--- src/rtl/serial_subtractor_d_if.sv ---
// Handshake and operand/result bundle for serial_subtractor_d.
//   start      : request an operation (master -> slave)
//   a, b       : minuend / subtrahend (master -> slave)
//   diff       : a - b mod 2^WIDTH (slave -> master)
//   borrow_out : 1 iff a < b unsigned (slave -> master)
//   zero       : 1 iff diff == 0 (slave -> master)
//   busy       : high while the serial datapath is running (slave -> master)
//   done       : one-cycle pulse when diff/borrow_out/zero become valid
interface serial_subtractor_d_if #(
  parameter int unsigned WIDTH = 8
);
  logic             start;
  logic [WIDTH-1:0] a;
  logic [WIDTH-1:0] b;
  logic [WIDTH-1:0] diff;
  logic             borrow_out;
  logic             zero;
  logic             busy;
  logic             done;

  modport master (
    output start, a, b,
    input  diff, borrow_out, zero, busy, done
  );

  modport slave (
    input  start, a, b,
    output diff, borrow_out, zero, busy, done
  );
endinterface

--- src/rtl/serial_subtractor_d.sv ---
// Bit-serial WIDTH-bit subtractor: diff = a - b, LSB first, one bit per clock
// through a single full-subtractor cell and a borrow flip-flop.
//   clk : clock, rising edge
//   rst : synchronous reset, active-high
//   bus : serial_subtractor_d_if slave (start/a/b in, diff/borrow_out/zero/busy/done out)
// Timing: start accepted at edge k -> busy in cycles k+1..k+WIDTH, done in
// cycle k+WIDTH+1. Results are held until the next operation completes.
module serial_subtractor_d #(
  parameter int unsigned WIDTH = 8
) (
  input  logic                  clk,
  input  logic                  rst,
  serial_subtractor_d_if.slave  bus
);

  localparam int unsigned CW = (WIDTH > 2) ? $clog2(WIDTH) : 1;
  localparam logic [CW-1:0] LAST = CW'(WIDTH - 1);

  typedef enum logic [1:0] {
    IDLE,
    RUN,
    DONE
  } state_t;

  state_t state, state_next;

  logic [WIDTH-1:0] a_sh, b_sh, r_sh, diff_q;
  logic             br, borrow_q, zero_q;
  logic [CW-1:0]    count;

  logic             a0, b0, d, br_next;
  logic [WIDTH-1:0] r_next;
  logic             busy_c, done_c;

  // Full-subtractor cell on the current LSBs.
  always_comb begin
    a0      = a_sh[0];
    b0      = b_sh[0];
    d       = a0 ^ b0 ^ br;
    br_next = (~a0 & b0) | (~(a0 ^ b0) & br);
    r_next  = {d, r_sh[WIDTH-1:1]};
  end

  always_ff @(posedge clk) begin
    if (rst) state <= IDLE;
    else     state <= state_next;
  end

  always_comb begin
    state_next = state;
    busy_c     = 1'b0;
    done_c     = 1'b0;
    case (state)
      IDLE: if (bus.start) state_next = RUN;
      RUN: begin
        busy_c = 1'b1;
        if (count == LAST) state_next = DONE;
      end
      DONE: begin
        done_c     = 1'b1;
        state_next = IDLE;
      end
      default: state_next = IDLE;
    endcase
  end

  // Result outputs are loaded from the final shift value on the last RUN edge
  // so they are valid in the same cycle that done is high.
  always_ff @(posedge clk) begin
    if (rst) begin
      a_sh     <= '0;
      b_sh     <= '0;
      r_sh     <= '0;
      br       <= 1'b0;
      count    <= '0;
      diff_q   <= '0;
      borrow_q <= 1'b0;
      zero_q   <= 1'b0;
    end else begin
      case (state)
        IDLE: begin
          if (bus.start) begin
            a_sh  <= bus.a;
            b_sh  <= bus.b;
            r_sh  <= '0;
            br    <= 1'b0;
            count <= '0;
          end
        end
        RUN: begin
          a_sh  <= a_sh >> 1;
          b_sh  <= b_sh >> 1;
          r_sh  <= r_next;
          br    <= br_next;
          count <= count + CW'(1);
          if (count == LAST) begin
            diff_q   <= r_next;
            borrow_q <= br_next;
            zero_q   <= (r_next == '0);
          end
        end
        default: ;
      endcase
    end
  end

  assign bus.diff       = diff_q;
  assign bus.borrow_out = borrow_q;
  assign bus.zero       = zero_q;
  assign bus.busy       = busy_c;
  assign bus.done       = done_c;

endmodule
--- src/flat_wrapper.sv ---
// flat-port wrapper written by rule: the top's interface ports become plain ports
module serial_subtractor_d_flat 
#(
  parameter int unsigned WIDTH = 8
)
  (clk, rst, bus_start, bus_a, bus_b, bus_diff, bus_borrow_out, bus_zero, bus_busy, bus_done);
  serial_subtractor_d_if #(.WIDTH(WIDTH)) bus_i ();
  input  logic clk;
  input  logic rst;
  input wire logic [$bits(bus_i.start)-1:0] bus_start;
  input wire logic [$bits(bus_i.a)-1:0] bus_a;
  input wire logic [$bits(bus_i.b)-1:0] bus_b;
  output wire logic [$bits(bus_i.diff)-1:0] bus_diff;
  output wire logic [$bits(bus_i.borrow_out)-1:0] bus_borrow_out;
  output wire logic [$bits(bus_i.zero)-1:0] bus_zero;
  output wire logic [$bits(bus_i.busy)-1:0] bus_busy;
  output wire logic [$bits(bus_i.done)-1:0] bus_done;
  assign bus_i.start = bus_start;
  assign bus_i.a = bus_a;
  assign bus_i.b = bus_b;
  assign bus_diff = bus_i.diff;
  assign bus_borrow_out = bus_i.borrow_out;
  assign bus_zero = bus_i.zero;
  assign bus_busy = bus_i.busy;
  assign bus_done = bus_i.done;
  serial_subtractor_d #(.WIDTH(WIDTH)) u_core (.clk(clk), .rst(rst), .bus(bus_i));
endmodule
--- config.mk ---
export PLATFORM = sky130hd
export DESIGN_NAME = serial_subtractor_d_flat
export DESIGN_NICKNAME = d
export VERILOG_FILES = /design/src/rtl/serial_subtractor_d_if.sv /design/src/rtl/serial_subtractor_d.sv /design/src/flat_wrapper.sv
export SDC_FILE = /design/constraint.sdc
export NUM_CORES = 1
export LEC_CHECK = 0
export BUFFER_PORTS_ARGS = -buffer_cell sky130_fd_sc_hd__buf_2
export CAP_MARGIN = 5
export CORE_UTILIZATION = 45
export CTS_CLUSTER_DIAMETER = 80
export DETAILED_ROUTE_END_ITERATION = 10
export HOLD_SLACK_MARGIN = 0.03
export PLACE_DENSITY = 0.69
export SLEW_MARGIN = 20
export SYNTH_ARGS = -nofsm -noshare
export SYNTH_HDL_FRONTEND = slang
export SYNTH_SLANG_ARGS = --single-unit
--- constraint.sdc ---
create_clock -name clk -period 1.32 [get_ports clk]
set_input_delay 0.132 -clock clk [delete_from_list [all_inputs] [get_ports clk]]
set_output_delay 0.132 -clock clk [all_outputs]
set_load 0.05 [all_outputs]
== After elaboration in Yosys (flattened, before gate mapping) ==
Index checks and enable logic that the tools add are counted.

* Register bits: 40

* Equal/unequal tests: 5
* Reduce and logical (&&, ||, !) cells: 6
* Bitwise logic cells: 7
* Mux-type cells: 15
* Add/sub/neg operators: 1

{| class="wikitable"
|+ Operator list
! cell !! count
|-
| $pmux 8 s2 || 3
|-
| $mux 8 || 3
|-
| $logic_not 8->1 || 1
|-
| $pmux 3 s2 || 1
|-
| $reduce_and 2->1 || 3
|-
| $mux 2 || 2
|-
| $pmux 2 s2 || 1
|-
| $add 3x1->3 const B || 1
|-
| $eq 3x3->1 const B || 1
|-
| $mux 1 || 3
|-
| $mux 3 || 1
|-
| $and 1x1->1 || 2
|-
| $eq 2x1->1 const B || 1
|-
| $eq 2x2->1 const B || 1
|-
| $logic_not 2->1 || 1
|-
| $ne 2x1->1 const B || 1
|-
| $ne 2x2->1 const B || 1
|-
| $not 1->1 || 2
|-
| $pmux 1 s2 || 1
|-
| $reduce_bool 2->1 || 1
|-
| $xor 1x1->1 || 2
|-
| $or 1x1->1 || 1
|}

== Longest topological paths before layout ==
* Depth after elaboration: 5
* Gate-level depth with buffers: 6

== Worst setup path before layout ==
Ideal clock, no wire load.

* Path type: flip-flop to output port
* From: register u_core.state[1]
* To: output port bus_done
* Slack: -82 ps
* Data arrival time: 1270 ps
* Stages on the path, launching flop included: 3
* Cell sequence: dfxtp_1 > buf_2 > nor2b_1

* Longest elaborated chain between the ends: 2

{| class="wikitable"
|+ RTL lines
! element !! RTL line !! RTL
|-
| start: declaration || serial_subtractor_d.sv:25 || <nowiki>state_t state, state_next;</nowiki>
|-
| start signal: assignment || serial_subtractor_d.sv:46 || <nowiki>else state <= state_next;</nowiki>
|-
| $eq 2x2->1 || serial_subtractor_d.sv:53 || <nowiki>case (state)</nowiki>
|-
| $mux 1 || serial_subtractor_d.sv:53 ||
|-
| end: declaration || flat_wrapper.sv:17 || <nowiki>output wire logic [$bits(bus_i.done)-1:0] bus_done;</nowiki>
|}

Every way passes these cells.

== Final worst setup path ==
* From: register u_core.b_sh[0]
* To: register u_core.r_sh[7]

* Longest elaborated chain between the ends: 3

{| class="wikitable"
|+ RTL lines
! element !! RTL line !! RTL
|-
| start: declaration || serial_subtractor_d.sv:27 || <nowiki>logic [WIDTH-1:0] a_sh, b_sh, r_sh, diff_q;</nowiki>
|-
| start signal: assignment || serial_subtractor_d.sv:84 || <nowiki>b_sh <= bus.b;</nowiki>
|-
| start signal: assignment || serial_subtractor_d.sv:92 || <nowiki>b_sh <= b_sh >> 1;</nowiki>
|-
| $xor 1x1->1 (2 in series) || serial_subtractor_d.sv:39 || <nowiki>d = a0 ^ b0 ^ br;</nowiki>
|-
| via u_core.d || serial_subtractor_d.sv:31 || <nowiki>logic a0, b0, d, br_next;</nowiki>
|-
| $pmux 8 s2 || serial_subtractor_d.sv:80 || <nowiki>case (state)</nowiki>
|-
| end signal: assignment || serial_subtractor_d.sv:93 || <nowiki>r_sh <= r_next;</nowiki>
|-
| end: declaration || serial_subtractor_d.sv:27 ||
|}

The timed path passes the listed nets, and every way through them passes these cells.
A chain may end at the register's enable or synchronous reset.

==> reports/results.tsv <==
stage	metric	value	unit
outcome	result_of_the_run	finished with violations	
outcome	failed_checks	setup timing	
global_route	grt_max_degree	18	
setup_path	regToRegSetupSlack	-0.004	ns
floorplanning	vertical_die_dimension	64.37	µm
route	remaining_drc_errors	0	
placement	place.detailed.hpwl	2187	µm
floorplanning	initial_utilization	47.46	%
synthesis	synth_sequential_area_ratio	44.60	%
power	worst_ir_drop_vdd	0.9295	mV
route	wirelength	3442	µm
setup_path	path_cells	inv_2, fa_1, buf_4, a22oi_2, nor2_1	
clock_tree	cts_tree	yes	
clock_tree	cts.sinks	39	
cells_and_area	drive_gt1_share	41.45	%
synthesis	postSynthRegisterBits	39	
power	total_switching_power	0.0006193	W
setup_path	critPathBufInv	2	
power	switching_share	25.56	%
clock_tree	ctsLongestPathBuffers	2	
route	post_drt_via_cell_ratio	5.135	
clock_tree	clkLatencyLatePin	0.29	ns
synthesis	syn-mean-instance-area	9.117	µm²
synthesis	synthesis.area	1750	µm²
sta	setup_slack	-0.004200	ns
floorplanning	floorplan_core_area	3689	µm²
route	routed-wl-met3	166	µm
setup_path	worstPathRequired	1.51	ns
sta	worst-slew-pin-transition	0.3109	ns
cells_and_area	final_cell_mix	sky130_fd_sc_hd__dfxtp_1 (33), sky130_fd_sc_hd__nand2_1 (30), sky130_fd_sc_hd__nor2_1 (29), sky130_fd_sc_hd__buf_2 (29), sky130_fd_sc_hd__a21oi_1 (19)	
cells_and_area	finish.net_count	256	
route	routed-via-count	1448	
run	drv_cap	0	
clock_tree	cts-buffers-inserted	5	
clock_tree	htree_levels	2	
global_route	track_usage	18.14	%
setup_path	worst-path-max-fanout	2	
placement	pre_cts_slack	-0.05852	ns
clock_tree	clk_transition_reported_paths	0.07	ns
sta	slew_limit_headroom	79.27	%
setup_path	crit_family	adder cells	
setup_path	timing.critical_path.slowest_cell_delay	0.51	ns
floorplanning	die-width	64.37	µm
min_path	type_of_the_most_critical_hold_path	input pin to register	
synthesis	post_synthesis_cells	192	
min_path	hold_start	bus_b[0]	
route	wl_met1	1669	µm
route	route.antenna.remaining_nets	0	
route	detailedRoute.firstIterationViolations	63	
route	route.met2.wl	1539	µm
sta	slew_viol_final	0	
power	power-per-cell-area	1125	nW/µm²
setup_path	timing.critical_path.slowest_stage_cell	sky130_fd_sc_hd__fa_1	
cells_and_area	mostFrequentLayoutCell	sky130_fd_sc_hd__dfxtp_1	
power	seq_power_share	52.3	%
sta	clock_skew	0.008338	ns
power	intPower	0.001804	W
placement	placement.io_buffers	30	
min_path	whs_path_depth	3	
placement	dpl_cell_area	1962	µm²
setup_path	critPathLaunchType	register	
sta	post-route-period-util	100.3	%
synthesis	synth-warning-count	0	
min_path	end_point_of_the_most_critical_hold_path	u_core.b_sh[0]	
synthesis	yosysUniqueCellTypes	30	
sta	max_clock_freq	755.2	MHz
power	p_comb_share	14.5	%
floorplanning	fp-row-count	22	
power	power.leakage	0.9080	nW
route	wire_per_inst	12.21	µm
sta	finalSetupViolCount	1	
floorplanning	die_ar	4144	µm²
route	dr.max_layer_used	met4	
global_route	grt_antenna_before_repair	0	
cells_and_area	synthToLayoutAreaGrowth	23.09	%
global_route	grt_pass1_wl	5706	µm
setup_path	r2r_start	u_core.b_sh[0]	
setup_path	critical_path_arrival	1.52	ns
placement	place_congestion	0.7268	
route	drt_first_pass_iters	4	
cells_and_area	n_antenna_cell	0	
cells_and_area	fillerInstances	346	
setup_path	r2r.worst_path.cells	5	
clock_tree	clk_root_buffer_cell	sky130_fd_sc_hd__clkbuf_8	
sta	report.final.hold_viol_count	0	
sta	timing.final.crit_period	1.324	ns
power	pwr-share-clk	33.2	%
setup_path	worst_r2r_endpoint	u_core.r_sh[7]	
synthesis	syn_nets	214	
setup_path	end_kind	register	
setup_path	criticalPathCategory	register to register	
sta	rsz0062_at_grt	yes	
global_route	first_global_vias	1292	
floorplanning	design.portCount	31	
cells_and_area	final_core_utilization	58.41	%
global_route	grt-ovfl-total	0	
cells_and_area	fin_area	2155	µm²
## per-stage QoR
| step | total power, W | hold WS, ns | setup TNS [ns] | std cells |
|---|---|---|---|---|
| floorplan | 0.001534 | 0.2730 | 0 | 192 |
| global placement | 0.001613 | 0.3974 | -0.01482 | 269 |
| finish | 0.002423 | 0.07849 | -0.004200 | 282 |
| CTS | 0.002430 | 0.07323 | -0.01312 | 277 |
| detailed placement | 0.001615 | 0.3963 | -0.09331 | 269 |
| global route | 0.002541 | 0.08680 | -0.1939 | 282 |
## worst max path at each step
| stage | start | end | slack [ns] | cells after the start |
|---|---|---|---|---|
| 5_1_grt | u_core.b_sh[0] | u_core.bus.zero | -0.08 | 5 |
| 3_3_place_gp | u_core.count[0] | u_core.bus.borrow_out | -0.008 | 5 |
| 4_1_cts | u_core.b_sh[0] | u_core.bus.zero | -0.01 | 5 |
| 2_1_floorplan | u_core.count[0] | u_core.bus.borrow_out | 0.006 | 5 |
| 3_5_place_dp | u_core.count[0] | u_core.bus.borrow_out | -0.06 | 5 |
| 6_report | u_core.b_sh[0] | u_core.r_sh[7] | -0.004 | 5 |
## timing repair
item | 4_1_cts | 5_1_grt
hold buffers | 0 | 0
cloned | 1 | 2
resized for setup | 11 | 9
endpoints found under the setup margin | 12 | 29
pin swaps | 0 | 2
buffers inserted | 0 | 3
## state kept, by name (all words and copies together), names as in the netlist
name                   cells
u_core.bus.diff            8
u_core.r_sh                7
u_core.state               2
u_core.br                  1
u_core.b_sh                8
u_core.bus.borrow_out      1
u_core.count               3
u_core.bus.zero            1
u_core.a_sh                8
## metal layers
metal / vias to the layer above / global-route usage (%)
li1: 751 / -
met1: 654 / 23.20
met2: 35 / 26.97
met3: 8 / 5.536
met4: 0 / 10.00
met5: - / 0
## worst register-to-register path: stages (launching register included)
cell	delay [ns]
sky130_fd_sc_hd__dfxtp_2	0.32
sky130_fd_sc_hd__inv_2	0.04
sky130_fd_sc_hd__fa_1	0.51
sky130_fd_sc_hd__buf_4	0.16
sky130_fd_sc_hd__a22oi_2	0.14
sky130_fd_sc_hd__nor2_1	0.05
## synth_stat cells (all sizes together)
cell / number / area share (%)
a2bb2oi: 1 / 0.50
clkbuf: 3 / 0.64
buf: 12 / 6.1
nand2: 30 / 6.4
a21oi: 28 / 9.9
nand3b: 1 / 0.64
fa: 1 / 1.1
o22ai: 2 / 0.71
nor2: 29 / 6.2
nand3: 1 / 0.29
o21ba: 1 / 0.57
and3b: 1 / 0.50
o21bai: 1 / 1.1
inv: 6 / 1.6
nor4: 2 / 0.71
a22oi: 9 / 3.9
ha: 2 / 1.4
dfxtp: 39 / 45
or2: 1 / 0.36
nand2b: 1 / 0.36
o221a: 3 / 1.9
a211oi: 13 / 8.4
a221oi: 1 / 0.50
nor2b: 4 / 1.4
## layout make-up
type	instances	area, µm²	share of cell area, %
Inverter	6	30.03	1.394
Multi-Input combinational cell	134	885.9	41.11
Tap cell	48	60.06	2.787
Clock buffer	6	82.58	3.833
Clock inverter	1	5.005	0.2323
Sequential cell	39	788.3	36.59
Timing Repair Buffer	47	296.5	13.76
Timing Repair inverter	1	6.256	0.2904
## power groups by stage
stage	Sequential [W]	Combinational, W	Clock, W
global placement	0.00129	0.000325	0
floorplan	0.00128	0.000253	0
CTS	0.00127	0.000341	0.000823
global route	0.00127	0.000391	0.000877
finish	0.00127	0.000352	0.000803
detailed placement	0.00129	0.000325	0
## cells by family after synthesis
family / count (synthesis) / share of synthesized area [%]
AOI/OAI and AO/OA: 59 / 27.52
adders and majority gates: 3 / 2.573
buffers and inverters: 21 / 8.363
DFF: 39 / 44.60
and+or+nand+nor: 70 / 16.94
(Power assumes the default switching activity.)
